[config.mk]
export PLATFORM = sky130hd
export DESIGN_NAME = mem_access_stage
export DESIGN_NICKNAME = d
export VERILOG_FILES = /design/src/rtl/mem_access_stage.sv
export SDC_FILE = /design/constraint.sdc
export NUM_CORES = 1
export LEC_CHECK = 0
export BUFFER_PORTS_ARGS = -buffer_cell sky130_fd_sc_hd__buf_4
export CAP_MARGIN = 20
export CORE_MARGIN = 1
export CORE_UTILIZATION = 35
export CTS_CLUSTER_DIAMETER = 150
export CTS_CLUSTER_SIZE = 25
export DETAILED_ROUTE_END_ITERATION = 12
export MAX_ROUTING_LAYER = met4
export PLACE_DENSITY_LB_ADDON = 0.12
export SYNTH_ARGS = -nofsm -noshare
export SYNTH_HDL_FRONTEND = slang
export SYNTH_SLANG_ARGS = --single-unit
export TNS_END_PERCENT = 5
[constraint.sdc]
create_clock -name clk -period 1.75 [get_ports clk]
set_input_delay 0.175 -clock clk [delete_from_list [all_inputs] [get_ports clk]]
set_output_delay 0.175 -clock clk [all_outputs]
set_load 0.01 [all_outputs]
[src/rtl/mem_access_stage.sv]
// -----------------------------------------------------------------------------
// mem_access_stage
//
// Memory-access pipeline stage. Takes one EXE result per cycle while idle and
// either forwards it straight to write-back (non-memory op), or performs a
// single load/store on the data-memory port and stalls upstream until the
// memory acknowledges or a timeout expires. Misaligned or contradictory
// accesses are rejected without touching memory.
//
// Parameters
//   WORD_LEN  datapath width
//   TIMEOUT   max BUSY cycles without dmem_ack before the access is aborted
//
// Ports
//   clk, rst                 clock, synchronous active-low reset
//   valid_in                 EXE result present (ignored while BUSY)
//   ALU_Result_in            EXE result / memory address
//   Store_Value_in           store data
//   Dest_in, WB_EN_in        write-back destination and enable
//   MEM_R_EN_in, MEM_W_EN_in load / store request
//   dmem_req/we/addr/wdata   registered data-memory request, stable in BUSY
//   dmem_rdata, dmem_ack     data-memory response
//   mem_stall                high exactly while BUSY
//   ALU_Result_MEM           captured ALU result (forwarding path)
//   WB_valid, WB_EN, Dest,
//   MEM_Result               one-cycle write-back pulse and its payload
//   mem_err                  sticky error (misalignment, conflict, timeout)
// -----------------------------------------------------------------------------
module mem_access_stage #(
  parameter int WORD_LEN = 32,
  parameter int TIMEOUT  = 255
) (
  input  logic                clk,
  input  logic                rst,
  input  logic                valid_in,
  input  logic [WORD_LEN-1:0] ALU_Result_in,
  input  logic [WORD_LEN-1:0] Store_Value_in,
  input  logic [4:0]          Dest_in,
  input  logic                WB_EN_in,
  input  logic                MEM_R_EN_in,
  input  logic                MEM_W_EN_in,
  output logic                dmem_req,
  output logic                dmem_we,
  output logic [WORD_LEN-1:0] dmem_addr,
  output logic [WORD_LEN-1:0] dmem_wdata,
  input  logic [WORD_LEN-1:0] dmem_rdata,
  input  logic                dmem_ack,
  output logic                mem_stall,
  output logic [WORD_LEN-1:0] ALU_Result_MEM,
  output logic                WB_valid,
  output logic                WB_EN,
  output logic [4:0]          Dest,
  output logic [WORD_LEN-1:0] MEM_Result,
  output logic                mem_err
);

  typedef enum logic {
    IDLE = 1'b0,
    BUSY = 1'b1
  } state_t;

  // Counter is compared with one extra bit so TIMEOUT = 255 is reachable.
  localparam logic [8:0] TO_LIM = 9'(TIMEOUT);

  state_t              state_q,    state_d;
  logic [7:0]          cnt_q,      cnt_d;
  logic                req_q,      req_d;
  logic                we_q,       we_d;
  logic [WORD_LEN-1:0] addr_q,     addr_d;
  logic [WORD_LEN-1:0] wdata_q,    wdata_d;
  logic [WORD_LEN-1:0] alu_q,      alu_d;
  logic [4:0]          dest_q,     dest_d;
  logic                wben_req_q, wben_req_d;  // WB_EN_in of the access in flight
  logic                wb_valid_q, wb_valid_d;
  logic                wb_en_q,    wb_en_d;
  logic [WORD_LEN-1:0] result_q,   result_d;
  logic                err_q,      err_d;

  logic       is_mem;
  logic       bad_access;
  logic       ack_seen;
  logic [8:0] cnt_inc;

  assign is_mem     = MEM_R_EN_in | MEM_W_EN_in;
  // Both enables at once, or a non word-aligned address, is rejected.
  assign bad_access = (MEM_R_EN_in & MEM_W_EN_in) | (ALU_Result_in[1:0] != 2'b00);
  // Acknowledge only counts while a request is actually outstanding.
  assign ack_seen   = req_q & dmem_ack;
  assign cnt_inc    = {1'b0, cnt_q} + 9'd1;

  always_comb begin
    state_d    = state_q;
    cnt_d      = cnt_q;
    req_d      = req_q;
    we_d       = we_q;
    addr_d     = addr_q;
    wdata_d    = wdata_q;
    alu_d      = alu_q;
    dest_d     = dest_q;
    wben_req_d = wben_req_q;
    wb_valid_d = 1'b0;          // write-back is always a single-cycle pulse
    wb_en_d    = wb_en_q;
    result_d   = result_q;
    err_d      = err_q;

    case (state_q)
      IDLE: begin
        if (valid_in) begin
          alu_d      = ALU_Result_in;
          dest_d     = Dest_in;
          wben_req_d = WB_EN_in;
          if (!is_mem) begin
            wb_valid_d = 1'b1;
            wb_en_d    = WB_EN_in;
            result_d   = ALU_Result_in;
          end else if (bad_access) begin
            wb_valid_d = 1'b1;
            wb_en_d    = 1'b0;
            err_d      = 1'b1;
          end else begin
            state_d = BUSY;
            cnt_d   = 8'd0;
            req_d   = 1'b1;
            we_d    = MEM_W_EN_in;
            addr_d  = ALU_Result_in;
            wdata_d = Store_Value_in;
          end
        end
      end

      BUSY: begin
        if (ack_seen) begin
          // Completion takes priority over a timeout on the same edge.
          state_d    = IDLE;
          req_d      = 1'b0;
          wb_valid_d = 1'b1;
          if (we_q) begin
            wb_en_d = 1'b0;
          end else begin
            wb_en_d  = wben_req_q;
            result_d = dmem_rdata;
          end
        end else if (cnt_inc >= TO_LIM) begin
          state_d    = IDLE;
          req_d      = 1'b0;
          wb_valid_d = 1'b1;
          wb_en_d    = 1'b0;
          err_d      = 1'b1;
          cnt_d      = cnt_inc[7:0];
        end else begin
          cnt_d = cnt_inc[7:0];
        end
      end

      default: begin
        state_d = IDLE;
        req_d   = 1'b0;
      end
    endcase
  end

  always_ff @(posedge clk) begin
    if (!rst) begin
      state_q    <= IDLE;
      cnt_q      <= 8'd0;
      req_q      <= 1'b0;
      we_q       <= 1'b0;
      addr_q     <= '0;
      wdata_q    <= '0;
      alu_q      <= '0;
      dest_q     <= 5'd0;
      wben_req_q <= 1'b0;
      wb_valid_q <= 1'b0;
      wb_en_q    <= 1'b0;
      result_q   <= '0;
      err_q      <= 1'b0;
    end else begin
      state_q    <= state_d;
      cnt_q      <= cnt_d;
      req_q      <= req_d;
      we_q       <= we_d;
      addr_q     <= addr_d;
      wdata_q    <= wdata_d;
      alu_q      <= alu_d;
      dest_q     <= dest_d;
      wben_req_q <= wben_req_d;
      wb_valid_q <= wb_valid_d;
      wb_en_q    <= wb_en_d;
      result_q   <= result_d;
      err_q      <= err_d;
    end
  end

  assign mem_stall      = (state_q == BUSY);
  assign dmem_req       = req_q;
  assign dmem_we        = we_q;
  assign dmem_addr      = addr_q;
  assign dmem_wdata     = wdata_q;
  assign ALU_Result_MEM = alu_q;
  assign WB_valid       = wb_valid_q;
  assign WB_EN          = wb_en_q;
  assign Dest           = dest_q;
  assign MEM_Result     = result_q;
  assign mem_err        = err_q;

endmodule
# Word level (Yosys, flattened, before mapping)
# Index checks and enable logic that the tools add are counted.
dict set report word_totals {
  register_bits 148
  inputBits 108
  output_inout_bits 139
}
dict set report op_classes {
  add_sub_neg 1
  n_lt_le_gt_ge 1
  n_eq_ne 11
  mux 40
  n_bitwise 6
  n_reduce_logical 8
}
# op count
set ops {}
lappend ops {{$mux 32} 4}
lappend ops {{$pmux 32 s2} 1}
lappend ops {{$mux 8} 4}
lappend ops {{$mux 1} 25}
lappend ops {{$pmux 8 s2} 1}
lappend ops {{$reduce_and 4->1} 4}
lappend ops {{$ne 2x2->1 const B} 7}
lappend ops {{$pmux 1 s2} 5}
lappend ops {{$add 8x1->9 const B} 1}
lappend ops {{$ge 9x8->1 const B} 1}
lappend ops {{$reduce_and 5->1} 1}
lappend ops {{$ne 2x1->1 const B} 2}
lappend ops {{$ne 3x1->1 const B} 1}
lappend ops {{$ne 3x3->1 const B} 1}
lappend ops {{$reduce_and 3->1} 1}
lappend ops {{$and 1x1->1} 2}
lappend ops {{$not 1->1} 2}
lappend ops {{$or 1x1->1} 2}
lappend ops {{$reduce_and 2->1} 1}
lappend ops {{$reduce_bool 2->1} 1}

# Logic depth before layout (Yosys ltp)
dict set report logic_depth {
  word_depth 6
  ltp_mapped 7
  ltp_nobuf 7
}

# Least setup slack after synthesis
# Ideal clock, no wire load.
dict set report synth_timing {
  path_kind {reg2reg}
  startpoint {reg cnt_q[0]}
  endpoint {reg req_q (netlist: dmem_req)}
  arrival_ns 1.627
  path_slack_ns 0.053
  path_stages_with_launch 8
  synth_period_minus_slack_ns 1.697
  path_cell_list {dfxtp_1 > inv_1 > ha_1 > nor2_1 > o2111ai_1 > a311oi_2 > or3b_2 > a21oi_1}
}
dict set report synth_between {
  elab_chain_len 4
}
# item line_no
set synth_lines {}
lappend synth_lines {{start: declaration} 66} ;# logic [7:0] cnt_q, cnt_d;
lappend synth_lines {{start signal: assignment} 179} ;# cnt_q <= cnt_d;
lappend synth_lines {{$add 8x1->9} 89} ;# assign cnt_inc = {1'b0, cnt_q} + 9'd1;
lappend synth_lines {{$ge 9x8->1} 143} ;# end else if (cnt_inc >= TO_LIM) begin
lappend synth_lines {{$ne 3x1->1 (no source line)} --}
lappend synth_lines {{$reduce_and 4->1 (no source line)} --}
lappend synth_lines {{end signal: assignment} 180} ;# req_q <= req_d;
lappend synth_lines {{end: declaration} 67} ;# logic req_q, req_d;
# Every way passes these cells.
# A chain may end at the register's enable or synchronous reset.

# Final worst setup path
# Ends and elaborated chain as after synthesis.

==> results.cfg <==
[power]
clkPwrFrac = 0.446
seq_power_share = 0.428
power_leakage_nw = 3.73
intPower_mw = 6.44
switchingPower_mw = 1.96
pwr-share-comb = 0.126
max-vdd-ir-drop_mv = 0.677
p_per_area_nw_per_um2 = 940
swShare = 0.233

[setup_path]
start_kind = flip-flop
rr_endpoint = dmem_req$_SDFFE_PN0P_
crit_required_ps = 2110
crit_chain = inv_1 -> ha_1 -> nor2_1 -> o2111ai_2 -> a311oi_2 -> or3b_2 -> a21oi_1
critical_path_depth = 7
critPathArrivalTime_ps = 2070
r2r_cells = 7
cpLargestDelayFamily = simple AND/OR/NAND/NOR gates
ff2ff_setup_slack_ps = 40
crit_fanout = 7
critPathBufInv = 1
r2r-start = cnt_q[0]$_SDFFE_PN0P_
cpPeakStageDelay_ps = 460
crit_type = reg -> reg
startpoint = cnt_q[0]$_SDFFE_PN0P_
endpoint = dmem_req$_SDFFE_PN0P_
slowest_stage = or3b_2
endpoint_kind = flip-flop

[synth]
synth_flop_cell = dfxtp_1
yosysTopAreaCellShare = 0.519
synth_edf_count = 0
ys_warn_count = 0
syn_area_um2 = 5710
syn_nets = 803
avgSynthCellArea_um2 = 8.25
yosysSeqAreaShare = 0.519
synth_cell_types = 43
synthCells = 693
async_flop_share = 0
ys_top_cells_by_area = dfxtp_1 (52%), nand2_1 (14%), a21oi_1 (9.7%)
ys_ff_latch = 148
synth_top_area_cell = dfxtp_1

[timing]
final.min_clock_period_ps = 1710
tightest_slew_ps = 399
fin_tns_setup_ps = 0
slew_violations = 0
rsz0062_at_grt = yes
skew_ps = 7.13
fmax_mhz = 584
holdWs_ps = 14.1
slew_headroom = 0.734
fin_crit_sh = 0.979
worst_slack_ps = 36.9
hold_viol = 0
setup_viol = 0

[finish]
final_nets = 1080
drive_above_1_share = 0.326
multiInputGateArea_um2 = 2530
nFillCells = 1438
n_antenna_cell = 0
layout_common_cells = buf_4 (263), nand2_1 (211), dfxtp_1 (145)
seqCellArea_um2 = 2970
area_growth_pct = 56.2
final_common_cell = buf_4

[placement]
hpwl_um = 12700
io_buffers = 246
gp_congestion = 0.804
dpl_worst_slack_ps = -75.3

[die]
die_area_um2 = 16800
ioPinCount = 247
rows = 46
core-area_um2 = 15900
die_y_um = 130
die_w_um = 130
start_util = 0.360

[global_route]
grt_max_degree = 65
groute.usage.overall = 0.224
grt.overflow.total = 0
antenna_found_initial = 0
grt_pass1_vias = 5558
grt_pass1_wl_um = 28000

[routing]
drc = 0
drt-pass1-iter-count = 4
drt_iter0_drc = 241
viasPerCell = 4.81
postRouteAntennaNets = 0
avgRoutedWirePerCell_um = 15.1
wirelength_um = 18000
vias = 5767

[clock_tree]
ctsLongestPathBuffers = 2
clkSinkCount = 148
worst_skew_pair.late_latency_ps = 430
htreeDepth = 4
root_buffer = clkbuf_16
cts_buffers = 17
cts_tree = yes
path_clk_slew_ps = 60

[outcome]
outcome = finished, final reports clean

[hold_path]
min_path_type = in -> reg

[job]
drv_cap = 0
==> flip-flops by register name, indices dropped and copies added, names as in the netlist <==
register,count
ALU_Result_MEM,32
Dest,5
MEM_Result,32
WB_EN,1
WB_valid,1
cnt_q,8
dmem_addr,32
dmem_req,1
dmem_wdata,32
dmem_we,1
mem_err,1
mem_stall,1
wben_req_q,1
==> cell families (layout without fill, tap and decap cells) <==
kind of cell / after synthesis / in the layout / share of synthesized area
compound gates: 166 / 166 / 0.169
xor+xnor: 3 / 3 / 0.00460
fa+ha+maj: 2 / 2 / 0.00438
buf+inv: 57 / 346 / 0.0431
flops: 148 / 148 / 0.519
mux: 33 / 33 / 0.0578
simple gates: 284 / 284 / 0.203
==> metal layers <==
metal,share of wire,vias to the layer above,track usage
li1,-,2888,-
met1,0.40,2656,0.250
met2,0.50,204,0.381
met3,0.081,19,0.0648
met4,0.015,0,0.0814
met5,0,-,-
==> power by group through the flow <==
stage	registers, mW	clock network [mW]	logic (mW)
after global routing	3.61	3.97	1.15
after global placement	3.66	0	0.974
after detailed placement	3.67	0	0.989
final	3.59	3.74	1.06
after CTS	3.59	3.83	1.06
after floorplan	3.72	0	0.359
==> metrics by stage <==
| step | power [mW] | utilization | area, um2 | std cells |
|---|---|---|---|---|
| 2_1_floorplan | 4.08 | - | 5710 | 693 |
| 3_3_place_gp | 4.63 | 0.497 | 7890 | 1126 |
| 3_5_place_dp | 4.65 | 0.497 | 7890 | 1126 |
| 4_1_cts | 8.48 | 0.561 | 8920 | 1198 |
| 5_1_grt | 8.73 | 0.562 | 8930 | 1198 |
| 6_report | 8.39 | 0.562 | 8930 | 1198 |
==> final cells by class <==
type,instances,area share
Clock buffer,22,0.0542
Clock inverter,9,0.0142
Inverter,3,0.00154
Multi-Input combinational cell,488,0.283
Sequential cell,148,0.333
Tap cell,216,0.0303
Timing Repair Buffer,312,0.284
==> Yosys cell counts, types with 4 or more instances <==
master,number
a211oi_1,33
dfxtp_1,148
nor2_1,41
nand3_1,5
buf_2,11
clkbuf_1,31
buf_1,9
a31oi_1,5
and3_1,6
mux2i_1,33
o21ai_0,8
a21oi_1,111
nand2_1,212
nand2b_1,4
==> timing repair <==
item / CTS / global route
setup endpoints to repair: 4 / 11
hold buffers: 41 / 0
endpoints found under the hold margin: 41 / 0
gates resized for setup: 2 / 4
pin swaps: 1 / 0
buffers inserted: 0 / 0
==> worst min path at each step <==
stage	startpoint	slack (ps)	endpoint	cells past startpoint
3_3_place_gp	Store_Value_in[7]	420	dmem_wdata[7]$_SDFFE_PN0P_	3
4_1_cts	ALU_Result_in[18]	0.08	dmem_addr[18]$_SDFFE_PN0P_	3
2_1_floorplan	WB_EN_in	310	wben_req_q$_SDFFE_PN0P_	2
5_1_grt	Store_Value_in[25]	4	dmem_wdata[25]$_SDFFE_PN0P_	3
3_5_place_dp	Store_Value_in[22]	430	dmem_wdata[22]$_SDFFE_PN0P_	3
6_report	ALU_Result_in[18]	10	dmem_addr[18]$_SDFFE_PN0P_	3
==> worst register-to-register path, stage by stage (launching register included) <==
cell and delay [ps]:
dfxtp_4 370, inv_1 60, ha_1 290, nor2_1 60
o2111ai_2 190, a311oi_2 90, or3b_2 460, a21oi_1 140
(Power assumes the default switching activity.)
